$ cat src/rtl/apb_bridge_ctrl.sv
// ----------------------------------------------------------------------------
// apb_bridge_ctrl
//
// AHB-Lite slave to APB master bridge. One AHB transfer at a time is turned
// into an APB SETUP/ACCESS sequence on the slave picked by the address field
// haddr[SLV_LSB +: SLV_W]. Unmapped slave indices and APB slave errors are
// answered with the two-cycle AHB ERROR response. All outputs are registered.
//
// Optional feature: define APB_TIMEOUT_EN to abort an APB access after
// TIMEOUT consecutive ACCESS cycles without pready (answered as ERROR).
// Without the macro the bridge waits for pready indefinitely.
//
// Ports
//   hclk, hresetn              clock, asynchronous active-low reset
//   hsel, htrans, hwrite,
//   haddr, hwdata, hready_in   AHB-Lite request side
//   hreadyout, hresp, hrdata   AHB-Lite response side (hresp: 0 OKAY, 1 ERROR)
//   paddr, pwdata, pwrite,
//   psel (one-hot), penable    APB request side
//   prdata, pready, pslverr    APB response side (prdata muxed externally)
//
// state  | meaning
// -------+-----------------------------------------------------------------
// IDLE   | no transfer; zero-wait OKAY, samples new AHB transfers
// WDATA  | write data phase; hwdata captured into pwdata on exit
// SETUP  | APB setup: psel asserted, penable low
// ACCESS | APB access: penable high, waiting for pready
// ERR1   | first ERROR cycle (hreadyout low)
// ERR2   | second ERROR cycle (hreadyout high)
// ----------------------------------------------------------------------------
module apb_bridge_ctrl #(
    parameter int ADDR_W  = 32,
    parameter int DATA_W  = 32,
    parameter int NSLV    = 4,
    parameter int SLV_LSB = 24,
    parameter int TIMEOUT = 16
) (
    input  logic              hclk,
    input  logic              hresetn,
    input  logic              hsel,
    input  logic [1:0]        htrans,
    input  logic              hwrite,
    input  logic [ADDR_W-1:0] haddr,
    input  logic [DATA_W-1:0] hwdata,
    input  logic              hready_in,
    output logic              hreadyout,
    output logic              hresp,
    output logic [DATA_W-1:0] hrdata,
    output logic [ADDR_W-1:0] paddr,
    output logic [DATA_W-1:0] pwdata,
    output logic              pwrite,
    output logic [NSLV-1:0]   psel,
    output logic              penable,
    input  logic [DATA_W-1:0] prdata,
    input  logic              pready,
    input  logic              pslverr
);

    localparam int SLV_W = (NSLV > 1) ? $clog2(NSLV) : 1;
    // The decoder looks at up to a full byte above SLV_LSB so that addresses
    // aliasing above the populated slaves (e.g. index 5 with 4 slaves) are
    // reported as unmapped instead of wrapping onto a real slave.
    localparam int DEC_W = ((ADDR_W - SLV_LSB) < 8) ? (ADDR_W - SLV_LSB) : 8;
    localparam logic [31:0] NSLV_U = 32'(NSLV);

    if (NSLV < 1 || NSLV > 8 || TIMEOUT < 1 || DEC_W < SLV_W) begin : g_bad_param
        $error("apb_bridge_ctrl: illegal parameter combination");
    end

    typedef enum logic [2:0] {
        S_IDLE   = 3'd0,
        S_WDATA  = 3'd1,
        S_SETUP  = 3'd2,
        S_ACCESS = 3'd3,
        S_ERR1   = 3'd4,
        S_ERR2   = 3'd5
    } state_t;

    state_t state;
    state_t state_n;

    logic [SLV_W-1:0]  idx_q;
    logic [SLV_W-1:0]  idx_n;
    logic [DEC_W-1:0]  dec_idx;
    logic              idx_ok;
    logic              valid;
    logic              accept;
    logic              to_hit;

    logic              hreadyout_n;
    logic              hresp_n;
    logic [DATA_W-1:0] hrdata_n;
    logic [ADDR_W-1:0] paddr_n;
    logic [DATA_W-1:0] pwdata_n;
    logic              pwrite_n;
    logic [NSLV-1:0]   psel_n;
    logic              penable_n;

    assign valid   = hsel & htrans[1] & hready_in;
    assign accept  = (state == S_IDLE) && valid;
    assign dec_idx = haddr[SLV_LSB +: DEC_W];
    assign idx_ok  = ({{(32-DEC_W){1'b0}}, dec_idx} < NSLV_U);
    assign idx_n   = accept ? dec_idx[SLV_W-1:0] : idx_q;

`ifdef APB_TIMEOUT_EN
    localparam int TO_W = $clog2(TIMEOUT + 1);

    logic [TO_W-1:0] to_cnt;

    // Counts ACCESS cycles that ended without pready; fires on the cycle
    // that would make the count reach TIMEOUT.
    assign to_hit = (state == S_ACCESS) && !pready && (to_cnt == TO_W'(TIMEOUT - 1));

    always_ff @(posedge hclk or negedge hresetn) begin
        if (!hresetn) begin
            to_cnt <= '0;
        end else if (state_n == S_SETUP) begin
            to_cnt <= '0;
        end else if (state == S_ACCESS && !pready) begin
            to_cnt <= to_cnt + 1'b1;
        end
    end
`else
    assign to_hit = 1'b0;
`endif

    // State and output registers
    always_ff @(posedge hclk or negedge hresetn) begin
        if (!hresetn) begin
            state     <= S_IDLE;
            idx_q     <= '0;
            hreadyout <= 1'b1;
            hresp     <= 1'b0;
            hrdata    <= '0;
            paddr     <= '0;
            pwdata    <= '0;
            pwrite    <= 1'b0;
            psel      <= '0;
            penable   <= 1'b0;
        end else begin
            state     <= state_n;
            idx_q     <= idx_n;
            hreadyout <= hreadyout_n;
            hresp     <= hresp_n;
            hrdata    <= hrdata_n;
            paddr     <= paddr_n;
            pwdata    <= pwdata_n;
            pwrite    <= pwrite_n;
            psel      <= psel_n;
            penable   <= penable_n;
        end
    end

    // Next-state logic
    always_comb begin
        state_n = state;
        case (state)
            S_IDLE: begin
                if (valid) begin
                    if (!idx_ok)     state_n = S_ERR1;
                    else if (hwrite) state_n = S_WDATA;
                    else             state_n = S_SETUP;
                end
            end
            S_WDATA:  state_n = S_SETUP;
            S_SETUP:  state_n = S_ACCESS;
            S_ACCESS: begin
                if (pready)      state_n = pslverr ? S_ERR1 : S_IDLE;
                else if (to_hit) state_n = S_ERR1;
            end
            S_ERR1:   state_n = S_ERR2;
            S_ERR2:   state_n = S_IDLE;
            default:  state_n = S_IDLE;
        endcase
    end

    // Output logic: values the registers take on entering state_n
    always_comb begin
        hreadyout_n = 1'b1;
        hresp_n     = 1'b0;
        psel_n      = '0;
        penable_n   = 1'b0;
        hrdata_n    = hrdata;
        paddr_n     = accept ? haddr  : paddr;
        pwrite_n    = accept ? hwrite : pwrite;
        pwdata_n    = (state == S_WDATA) ? hwdata : pwdata;

        if (state == S_ACCESS && pready && !pslverr && !pwrite) begin
            hrdata_n = prdata;
        end

        case (state_n)
            S_IDLE: begin
                hreadyout_n = 1'b1;
            end
            S_WDATA: begin
                hreadyout_n = 1'b0;
            end
            S_SETUP: begin
                hreadyout_n = 1'b0;
                psel_n      = NSLV'(1) << idx_n;
            end
            S_ACCESS: begin
                hreadyout_n = 1'b0;
                psel_n      = psel;
                penable_n   = 1'b1;
            end
            S_ERR1: begin
                hreadyout_n = 1'b0;
                hresp_n     = 1'b1;
            end
            S_ERR2: begin
                hreadyout_n = 1'b1;
                hresp_n     = 1'b1;
            end
            default: begin
                hreadyout_n = 1'b1;
            end
        endcase
    end

endmodule

$ cat config.mk
export PLATFORM = sky130hd
export DESIGN_NAME = apb_bridge_ctrl
export DESIGN_NICKNAME = d
export VERILOG_FILES = /design/src/rtl/apb_bridge_ctrl.sv
export SDC_FILE = /design/constraint.sdc
export NUM_CORES = 1
export LEC_CHECK = 0
export BUFFER_PORTS_ARGS = -buffer_cell sky130_fd_sc_hd__clkbuf_2
export CORE_ASPECT_RATIO = 0.8
export CORE_UTILIZATION = 46
export CTS_CLUSTER_SIZE = 12
export DETAILED_ROUTE_END_ITERATION = 10
export PLACE_DENSITY = 0.78
export SETUP_SLACK_MARGIN = 0.3
export SYNTH_ARGS = -nofsm -noshare
export SYNTH_HDL_FRONTEND = slang
export SYNTH_SLANG_ARGS = --single-unit
$ cat constraint.sdc
create_clock -name hclk -period 2.4 [get_ports hclk]
set_input_delay 0.48 -clock hclk [delete_from_list [all_inputs] [get_ports hclk]]
set_output_delay 0.48 -clock hclk [all_outputs]
set_load 0.02 [all_outputs]
==> results.txt, run 1 <==
Most frequently used cell type in the post-synthesis netlist -> dfrtp_1
Unrepaired setup endpoints after global routing -> false
Actual slew at the worst max-slew pin -> 0.584 ns
DP HPWL -> 7170 microns
Clock Sinks -> 109
Number of vias after detailed routing -> 3155
Result of the run -> finished clean
Total of endpoints with negative setup slack in the final report -> 0
Crit path required time -> 2.62 ns
Final total negative setup slack -> 0 ns
Ratio of total power to cell area -> 1450 nW/um^2
Async SR Flop Fraction -> 100%
Kind of end point of the critical path -> flop
Average instance area after synthesis -> 13.2 sq um
Clk buf depth -> 2
Multi-input gate area in the final layout -> 1470 sq um
Synth top area cells -> dfrtp_1, mux2_4, nand2_1
Cell types with the highest counts after synthesis -> dfrtp_1, nand2_1, mux2_2
Maximum fanout along the worst path -> 32
DR vias/cell -> 4.81
Synth cell types -> 27
Final weighted congestion in routability-driven placement -> 0.768
Netlist area before placement -> 4330 sq um
Layout overhead on the synthesized area -> 33.5%
Startpoint-to-endpoint class of the critical path -> flop to flop
Number of top-level pins -> 209
Vias in the first global route -> 3121
Vertical die dimension -> 88.8 microns
Portion of synthesized cell area occupied by the leading cell type -> 62.4%
Maximum achievable frequency -> 511 MHz
Post CTS Setup Buffer Count -> 0
DR pass1 iterations -> 4
Master cell of the clock root buffer -> clkbuf_16
Final WL -> 9520 microns
Final-layout worst hold slack -> 0.121 ns
Synth Flop Type -> dfrtp_1
Core Footprint -> 9080 sq um
Die Outline Area -> 9810 sq um
Library cell with the largest summed area after synthesis -> dfrtp_1
Total routing usage reported by global routing -> 19.9%
Initial Util -> 47.7%
Share of the yosys chip area belonging to registers -> 63.0%
Placement row count -> 31
Layout fillers -> 737
Synth warnings -> 0
Ratio of final minimum period to clock period -> 81.6%
H-tree levels -> 3
TritonCTS clock tree -> done
DRC violation count after routing -> 0
Clk slew on worst S/H paths -> 0.07 ns
Aggregate global routing overflow -> 0
Max-cap violations -> 0
Pins over their slew limit -> 0
Maximum number of pins on one net before global-route repair -> 42
Worst setup SP type -> flop
Die span in x -> 110 microns
Setup clock skew after layout -> 0.00793 ns
Reg area -> 2730 sq um
Total number of nets in the final design -> 641
Tightest Hold Check Type -> primary input to asynchronous set/reset pin
Number of port buffers -> 207
Arrival time reported for the critical path endpoint -> 2.18 ns
Quantity of hold-fixing buffers added after cts -> 0
Post-route minimum period -> 1.96 ns
Hold Fails Final Rpt -> 0
Remaining number of nets flagged by the antenna check after routing -> 0
Post-cts repair resize count -> 0
Clock buffers created by TritonCTS -> 9
Largest voltage drop on the vdd net -> 0.743 mV
Number of enable-type register cells in the synthesized netlist -> 0
Count of state elements after synthesis -> 109
Number of antenna diodes -> 0
Number of nets in the synthesized netlist -> 432
DR iter-0 viols -> 130
Slew margin rel. -> 61.0%
Proportion of layout cells with a drive suffix above 1 -> 55.6%
Static leakage -> 3.19 nW
Routed wire per std cell -> 14.5 microns
Clock insertion delay at the later pin of the skew report -> 0.33 ns
Global-route wire length before repair -> 15400 microns
Synthesized instance count -> 327
Initial antenna violation count -> 0
layout by cell type (no fill, tap or decap), types with 2 or more instances in the layout:
cell type / instances
a21oi_1: 2
a221o_2: 3
a22o_1: 2
buf_12: 2
buf_4: 5
clkbuf_16: 9
clkbuf_2: 206
dfrtp_1: 108
inv_1: 3
inv_8: 2
mux2_2: 34
mux2_4: 30
nand2_1: 106
nand4_1: 2
nor2_1: 4
nor3_1: 2
o21ai_0: 2
o41a_1: 2
o41ai_1: 2
worst max-delay path, cell delays in order (launching register included):
cell and delay (ns):
dfrtp_1 0.48, nand2b_4 0.19, or4_4 0.77, mux2_4 0.40
area by class of cell:
class / count / share of cell area (%)
clock inverter: 6 / 1.34
sequential: 109 / 47.2
tap: 115 / 2.49
timing repair buffer: 213 / 19.2
multi-input combinational: 200 / 25.4
clock buffer: 10 / 4.14
inverter: 3 / 0.195
worst paths after layout:
path	startpoint	to	slack [ns]	depth (start not counted)
max	state[2]$_DFF_PN0_	hrdata[9]$_DFFE_PN0P_	0.44	3
min	hresetn	hrdata[15]$_DFFE_PN0P_	0.12	1
max reg2reg	state[2]$_DFF_PN0_	hrdata[9]$_DFFE_PN0P_	0.44	3
min reg2reg	paddr[24]$_DFFE_PN0P_	paddr[24]$_DFFE_PN0P_	0.48	2
max in group asynchronous	hresetn	pwdata[26]$_DFFE_PN0P_	1.67	2
min in group hclk	haddr[7]	paddr[7]$_DFFE_PN0P_	0.33	3
metal layers:
layer / wire [microns] / track usage (%) / vias up
li1: - / - / 1517
met5: 0 / 0 / -
met1: 4150 / 25.9 / 1488
met2: 4500 / 32.2 / 144
met3: 784 / 6.78 / 6
met4: 80 / 5.70 / 0
power by group:
part / switching, W / internal, W
Clock: 0.000679 / 0.000859
Combinational: 0.00205 / 0.00152
Sequential: 0.000516 / 0.00274
state kept, by name, indices dropped and copies added (netlist names):
signal and cells:
hrdata 32, paddr 32, pwdata 32, psel 4, state 3, idx_q 2
hreadyout 1, hresp 1, penable 1, pwrite 1
cells by family after synthesis:
family / count (synthesis) / share of synthesized area [%]
buf+inv: 18 / 3.18
mux: 65 / 19.5
flops: 109 / 63.0
simple gates: 122 / 11.8
compound gates: 13 / 2.57
per-stage QoR:
stage / total power [W] / area [sq um] / std cells / setup WS, ns / util (%)
2_1_floorplan: 0.00560 / 4330 / 327 / 0.659 / -
3_3_place_gp: 0.00676 / 5460 / 640 / 0.498 / 60.2
3_5_place_dp: 0.00690 / 5460 / 640 / 0.457 / 60.2
4_1_cts: 0.00847 / 5780 / 656 / 0.438 / 63.7
5_1_grt: 0.00889 / 5780 / 656 / 0.404 / 63.7
6_report: 0.00837 / 5780 / 656 / 0.443 / 63.7
Note: power is estimated with default switching activity, not from simulation.
==> inputs of run 2 (changes only) <==
- CORE_UTILIZATION: 46 -> 42
- PLACE_DENSITY: 0.78 -> 0.75
- clock period: 2.4 -> 1.66 ns (I/O delays scaled with it)
==> results.txt, run 2 (synthesis gave the netlist of run 1 again) <==
Result of the run -> complete, but fails checks
Violations in the final reports -> setup timing
Clk slew on worst S/H paths -> 0.07 ns
Post-layout worst setup margin -> -0.00667 ns
Ratio of total power to cell area -> 2040 nW/um^2
Initial Util -> 44.1%
Kind of end point of the critical path -> flop
Startpoint-to-endpoint class of the critical path -> flop to flop
Slew margin rel. -> 71.6%
Pins over their slew limit -> 0
Worst setup SP type -> flop
Maximum number of pins on one net before global-route repair -> 43
DR vias/cell -> 4.74
Most common library cell in the layout ignoring fill and taps -> clkbuf_2
Final WL -> 11800 microns
Clk buf depth -> 2
Clock Sinks -> 109
Layout fillers -> 749
Final weighted congestion in routability-driven placement -> 0.748
Placement row count -> 32
Switching portion of total power -> 37.9%
TritonCTS clock tree -> done
Die Outline Area -> 10700 sq um
DR pass1 iterations -> 4
Number of antenna diodes -> 0
Part of the total power dissipated in sequential elements -> 35.8%
Layout overhead on the synthesized area -> 51.7%
Aggregate global routing overflow -> 0
Total number of nets in the final design -> 677
DP HPWL -> 7790 microns
Clock insertion delay at the later pin of the skew report -> 0.34 ns
Tightest Hold Check Type -> primary input to flop
Total routing usage reported by global routing -> 22.1%
Final total negative setup slack -> -0.0299 ns
Arrival time reported for the critical path endpoint -> 1.89 ns
Maximum achievable frequency -> 600 MHz
Remaining number of nets flagged by the antenna check after routing -> 0
Number of top-level pins -> 209
DR iter-0 viols -> 107
Power share of the clock group -> 16.0%
Total of endpoints with negative setup slack in the final report -> 9
Initial antenna violation count -> 0
Die span in x -> 116 microns
Proportion of layout cells with a drive suffix above 1 -> 63.3%
Vias in the first global route -> 3503
Share of total power in combinational logic -> 48.2%
Hold Fails Final Rpt -> 0
Highest-count cells in the layout ignoring fill and taps -> clkbuf_2, dfrtp_1, nand2_1
Top flop regs -> hrdata x32, paddr x32, pwdata x32
Unrepaired setup endpoints after global routing -> true
Master cell of the clock root buffer -> clkbuf_16
Routed wire per std cell -> 16.5 microns
Actual slew at the worst max-slew pin -> 0.425 ns
Maximum fanout along the worst path -> 25
Ratio of final minimum period to clock period -> 100%
Crit path required time -> 1.88 ns
Setup clock skew after layout -> 0.00906 ns
Max-cap violations -> 0
Static leakage -> 3.59 nW
Switching pwr -> 0.00509 W
Global-route wire length before repair -> 17900 microns
DRC violation count after routing -> 0
Largest voltage drop on the vdd net -> 1.00 mV
Number of vias after detailed routing -> 3379
Post-route minimum period -> 1.67 ns
Core Footprint -> 9810 sq um
Final-layout worst hold slack -> 0.185 ns
H-tree levels -> 3
Int Power -> 0.00833 W
Vertical die dimension -> 92.8 microns
Clock buffers created by TritonCTS -> 9
Overall power of the completed layout -> 0.0134 W
Number of port buffers -> 207
run 2: what timing repair did:
action                     4_1_cts  5_1_grt
pin swaps                        4        5
hold buffers                     1        0
gates resized for setup         81        9
gates cloned                     7        1
buffers inserted                13        2
hold endpoints to repair        26        0
setup endpoints to repair      109      109
run 2: metal layers:
metal,routed length (microns),global-route usage (%),up-vias
met5,0,0,-
met4,63,3.90,0
met3,932,7.40,7
met2,5780,38.7,137
met1,5010,26.6,1645
li1,-,-,1590
run 2: final cells by class:
cell class,count,area (sq um),area share (%)
clock buffer,12,246,3.75
clock inverter,4,55.1,0.838
inverter,3,11.3,0.171
multi-input combinational,200,1680,25.6
sequential,109,2730,41.6
tap,136,170,2.59
timing repair buffer,249,1680,25.5
run 2: final timing paths:
check / cells past startpoint / to / start / slack [ns]
worst min-delay path: 3 / paddr[7]$_DFFE_PN0P_ / haddr[7] / 0.19
max in group asynchronous: 3 / hrdata[6]$_DFFE_PN0P_ / hresetn / 0.60
worst max register to register: 4 / hrdata[19]$_DFFE_PN0P_ / state[2]$_DFF_PN0_ / -0.007
worst min register to register: 2 / paddr[22]$_DFFE_PN0P_ / paddr[22]$_DFFE_PN0P_ / 0.48
worst max-delay path: 4 / hrdata[19]$_DFFE_PN0P_ / state[2]$_DFF_PN0_ / -0.007
min in group asynchronous: 2 / pwdata[25]$_DFFE_PN0P_ / hresetn / 0.48
run 2: stage by stage:
step | cells | area (sq um) | util [%] | setup WS [ns]
global route | 713 | 6570 | 67.0 | -0.0442
global placement | 673 | 5630 | 57.3 | -0.0263
floorplan | 327 | 4360 | - | -0.0800
detailed placement | 673 | 5630 | 57.3 | -0.0173
finish | 713 | 6570 | 67.0 | -0.00667
CTS | 710 | 6500 | 66.3 | -0.00743
run 2: power by group through the flow:
stage                     registers [W]  clock network [W]  logic (W)
after floorplan                 0.00622                  0    0.00193
after global placement          0.00467                  0    0.00537
after detailed placement        0.00476                  0    0.00549
after CTS                       0.00477            0.00222    0.00639
after global routing            0.00495            0.00231    0.00689
final                           0.00480            0.00215    0.00646
run 2: worst max-delay path, stage by stage, from the launching register on:
cell,delay [ns]
dfrtp_1,0.38
nand2b_4,0.14
or4_4,0.50
buf_12,0.20
mux2_4,0.31
